[config.mk]
export PLATFORM = sky130hd
export DESIGN_NAME = sbn_dmem_arb
export DESIGN_NICKNAME = d
export VERILOG_FILES = /design/src/rtl/sbn_arb_pkg.sv /design/src/rtl/sbn_rr2.sv /design/src/rtl/sbn_dmem_arb.sv
export SDC_FILE = /design/constraint.sdc
export NUM_CORES = 1
export LEC_CHECK = 0
export ABC_AREA = 1
export CAP_MARGIN = 40
export CORE_ASPECT_RATIO = 0.6
export CORE_MARGIN = 4
export CORE_UTILIZATION = 25
export DETAILED_ROUTE_END_ITERATION = 7
export PLACE_DENSITY_LB_ADDON = 0.05
export SLEW_MARGIN = 20
export SYNTH_ARGS = -nofsm -noshare
export SYNTH_HDL_FRONTEND = slang
export SYNTH_SLANG_ARGS = --single-unit
[constraint.sdc]
create_clock -name clk -period 1.1 [get_ports clk]
set_input_delay 0.11 -clock clk [delete_from_list [all_inputs] [get_ports clk]]
set_output_delay 0.11 -clock clk [all_outputs]
set_load 0.02 [all_outputs]
[src/rtl/sbn_arb_pkg.sv]
// sbn_arb_pkg: state/owner encodings, counter width and saturating increment for the SBN dmem arbiter
package sbn_arb_pkg;
  localparam int STATW = 16;
  typedef enum logic {FREE = 1'b0, CLOCKED = 1'b1} state_e;
  typedef enum logic [1:0] {NONE = 2'd0, CORE = 2'd1, HOST = 2'd2} owner_e;
  function automatic logic [STATW-1:0] sat_inc(input logic [STATW-1:0] v, input logic en);
    return (en && v != '1) ? v + 1'b1 : v;
  endfunction
endpackage

[src/rtl/sbn_rr2.sv]
// sbn_rr2: 2-way round-robin grant (core/host) with pointer, force-core and host-mask inputs
module sbn_rr2 (
  input  logic clk,
  input  logic rst_n,
  input  logic c_req,
  input  logic h_req,
  input  logic force_core,
  input  logic host_mask,
  output logic c_gnt,
  output logic h_gnt
);
  logic hpri_q, hpri_d, h_ok;
  always_comb begin
    h_ok   = h_req & ~host_mask;
    c_gnt  = c_req & (force_core | ~h_ok | ~hpri_q);
    h_gnt  = h_ok & ~c_gnt;
    hpri_d = c_gnt ? 1'b1 : h_gnt ? 1'b0 : hpri_q;
  end
  always_ff @(posedge clk) hpri_q <= rst_n ? hpri_d : 1'b0;
endmodule

[src/rtl/sbn_dmem_arb.sv]
// sbn_dmem_arb: core/host dmem arbiter with core lock and 1-cycle read tagging; SBN_DMEM_ARB_STATS_EN adds stat_cgnt/stat_hgnt/stat_hstall
module sbn_dmem_arb import sbn_arb_pkg::*; #(
  parameter int AW = 8,
  parameter int DW = 32
) (
  input  logic             clk,
  input  logic             rst_n,
  input  logic             c_req,
  input  logic             c_we,
  input  logic [AW-1:0]    c_addr,
  input  logic [DW-1:0]    c_wdata,
  input  logic             c_lock,
  output logic             c_gnt,
  output logic             c_rvalid,
  output logic [DW-1:0]    c_rdata,
  input  logic             h_req,
  input  logic             h_we,
  input  logic [AW-1:0]    h_addr,
  input  logic [DW-1:0]    h_wdata,
  output logic             h_gnt,
  output logic             h_rvalid,
  output logic [DW-1:0]    h_rdata,
  output logic             m_en,
  output logic             m_we,
  output logic [AW-1:0]    m_addr,
  output logic [DW-1:0]    m_wdata,
  input  logic [DW-1:0]    m_rdata,
  output logic             locked
`ifdef SBN_DMEM_ARB_STATS_EN
  ,
  output logic [STATW-1:0] stat_cgnt,
  output logic [STATW-1:0] stat_hgnt,
  output logic [STATW-1:0] stat_hstall
`endif
);
  state_e state_q, state_d;
  owner_e owner_q, owner_d;
  logic   lk;
  assign lk = state_q == CLOCKED;
  sbn_rr2 u_rr (
    .clk        (clk),
    .rst_n      (rst_n),
    .c_req      (c_req & rst_n),
    .h_req      (h_req & rst_n),
    .force_core (lk),
    .host_mask  (lk),
    .c_gnt      (c_gnt),
    .h_gnt      (h_gnt)
  );
  always_comb begin
    m_en     = c_gnt | h_gnt;
    m_we     = c_gnt ? c_we : h_gnt & h_we;
    m_addr   = c_gnt ? c_addr : h_gnt ? h_addr : '0;
    m_wdata  = c_gnt ? c_wdata : h_gnt ? h_wdata : '0;
    state_d  = c_gnt ? (c_lock ? CLOCKED : FREE) : state_q;
    owner_d  = (c_gnt & ~c_we) ? CORE : (h_gnt & ~h_we) ? HOST : NONE;
    locked   = rst_n & lk;
    c_rvalid = rst_n & (owner_q == CORE);
    h_rvalid = rst_n & (owner_q == HOST);
    c_rdata  = m_rdata;
    h_rdata  = m_rdata;
  end
  always_ff @(posedge clk) begin
    if (!rst_n) begin
      state_q <= FREE;
      owner_q <= NONE;
    end else begin
      state_q <= state_d;
      owner_q <= owner_d;
    end
  end
`ifdef SBN_DMEM_ARB_STATS_EN
  always_ff @(posedge clk) begin
    if (!rst_n) begin
      stat_cgnt   <= '0;
      stat_hgnt   <= '0;
      stat_hstall <= '0;
    end else begin
      stat_cgnt   <= sat_inc(stat_cgnt, c_gnt);
      stat_hgnt   <= sat_inc(stat_hgnt, h_gnt);
      stat_hstall <= sat_inc(stat_hstall, h_req & ~h_gnt);
    end
  end
`endif
endmodule

==> results.toml <==
[route]
ant_nets = 0
route.detailed.drc = 0
vias = 1950
routed_via_density = 4.70
drtPass1Iterations = 4
drt_iter0_drc = 106
wl_um = 7020
wire_per_inst_um = 16.9

[synth]
yosys.area.top_type = "buf_4"
ys_seq_area_frac = 0.0497
synth-compound-area-share = 0.194
synthTopCellsByArea = "buf_4 32%, o211ai_1 19%, nand2_1 12%"
synth-simple-area-share = 0.329
syn_area_um2 = 1610
yosysWarningCount = 0
synth_top_family_by_area = "buffers and inverters"
avgSynthCellArea_um2 = 6.71
synthCells = 240
ys_types = 19
synth_top_cell_area_share = 0.322
synth-xor-area-share = 0
synthMuxAreaShare = 0
synthesis.nets = 359
ys_ff_latch = 4
synthAdderAreaFrac = 0

[finish]
fin_cells = 415
nets = 452
syn2layout_area_growth_pct = 114
layout_commonest_cell = "clkdlybuf4s50_1"
drive_above_1_share = 0.532
final_util = 0.559
final_cell_mix = "83 x clkdlybuf4s50_1, 52 x buf_6, 41 x o211ai_1"
insertedDiodeCount = 0

[sta]
tightest_slew_ps = 284
period_needed_ps = 1490
setup_slack_ps = -387
final_hold_viol_count = 0
finalCritPeriodShare = 1.35
max_freq_mhz = 672
fin_skew_ps = 3.20
slew_headroom = 0.811
maxSlewViolCount = 0
setup_violations = 47
rsz0062_at_grt = "true"

[clocking]
cts_tree = "done"
cts_buffer_depth = 2
clk_latency_ps = 220
clk_pin_slew_ps = 40
clock-sinks = 4
htreeDepth = 1
cts_root_buf = "clkbuf_8"
cts_inserted_buffers = 3

[global_route]
grt_pass1_wl_um = 10600
overflow = 0
grt_pass1_vias = 1926
grt_max_degree = 25
grt_usage = 0.163
antenna_found_initial = 0

[floorplanning]
die_area_um2 = 7830
die_x_um = 112
row_count = 22
die_h_um = 70.2
start_util = 0.261
fp.coreArea_um2 = 6170
num_io_pins = 230

[power]
power_density_nw_per_um2 = 578
power_mw = 1.99
swShare = 0.380
p_leak_nw = 1.48
p_clk_frac = 0.163
pwr-share-comb = 0.755
p_int_mw = 1.24
p_seq_frac = 0.082
p_switching_mw = 0.758
vdd.ir_drop.worst_mv = 0.309

[worst_setup_path]
cp.arrival_ps = 1380
crit_type = "reg2out"
required_ps = 990
crit_start = "lk"
r2r-start = "u_rr.hpri_q"
cp-end-kind = "output port"
cp_max_fo = 5
worstSetupStartpointType = "flop"

[placed_design]
hpwl_um = 4730
io_buffers = 133
place.gp.congestion = 0.801
place_inst = 392

[hold_path]
hold_start = "m_rdata[13]"
holdCritPathClass = "in2out"

[flow_run]
maxCapViolCount = 0

[run_status]
violations = "setup timing"
outcome = "complete, but fails checks"
## final timing paths
path,endpoint,cells past startpoint,slack (ps)
worst max-delay path,m_wdata[24],7,-390
worst min-delay path,c_rdata[13],0,220
worst max register to register,owner_q[0],7,-40
worst min register to register,lk,5,720
## cell type report
type,count,area [um^2]
Tap cell,84,105
Inverter,7,31.3
Sequential cell,4,85.1
Multi-Input combinational cell,143,1140
Timing Repair Buffer,174,2050
Clock buffer,3,41.3
Fill cell,577,2720
## Yosys cell counts (all sizes together)
cell / n
nor2: 5
o21ai: 1
inv: 7
nand4: 1
nand2: 53
buf: 83
o211ai: 41
dfxtp: 4
clkbuf: 3
nand3: 42
## routing by layer
| metal | vias up | wire, um | global-route usage |
|---|---|---|---|
| li1 | 952 | - | - |
| met1 | 886 | 3370 | 0.230 |
| met2 | 105 | 2960 | 0.232 |
| met3 | 7 | 672 | 0.0710 |
| met4 | 0 | 17 | 0.0202 |
| met5 | - | 0 | 0 |
## flip-flops by register name (all words and copies together), names as in the netlist
register     count
u_rr.hpri_q      1
owner_q          2
lk               1
## logic make-up (layout without fill, tap and decap cells)
group,after synthesis,in the layout
flip-flops,4,4
AND/OR/NAND/NOR,101,101
buffers and inverters,93,184
AO/OA/AOI/OAI,42,42
## power groups by stage
| stage | Combinational, mW | Clock [mW] | Sequential (mW) |
|---|---|---|---|
| final | 1.50 | 0.325 | 0.164 |
| after global routing | 1.59 | 0.340 | 0.165 |
| after CTS | 1.34 | 0.324 | 0.164 |
| after detailed placement | 1.18 | 0 | 0.167 |
| after global placement | 1.18 | 0 | 0.167 |
| after floorplan | 0.832 | 0 | 0.165 |
## per-stage QoR
stage	area, um^2	hold WS [ps]	TNS, ps	worst slack, ps
final	3450	220	-15900	-387
after detailed placement	2660	220	-44470	-949
after CTS	3080	220	-15140	-368
after global routing	3450	220	-18320	-452
after global placement	2660	220	-44440	-948
after floorplan	1610	182	0	0.0672
## repair_timing
action / 4_1_cts / 5_1_grt
pin swaps: 4 / 7
endpoints found under the setup margin: 51 / 49
gates resized for setup: 319 / 70
buffers inserted: 5 / 8
gates cloned: 6 / 5
hold buffers: 0 / 0
## critical path, stage by stage (launching register included)
cell and delay (ps):
dfxtp_4 350, buf_12 130, nor2_8 110, buf_12 140
clkbuf_16 140, o211ai_1 90, nand2_1 90, buf_6 110
Power figures use the tool's default switching activity.
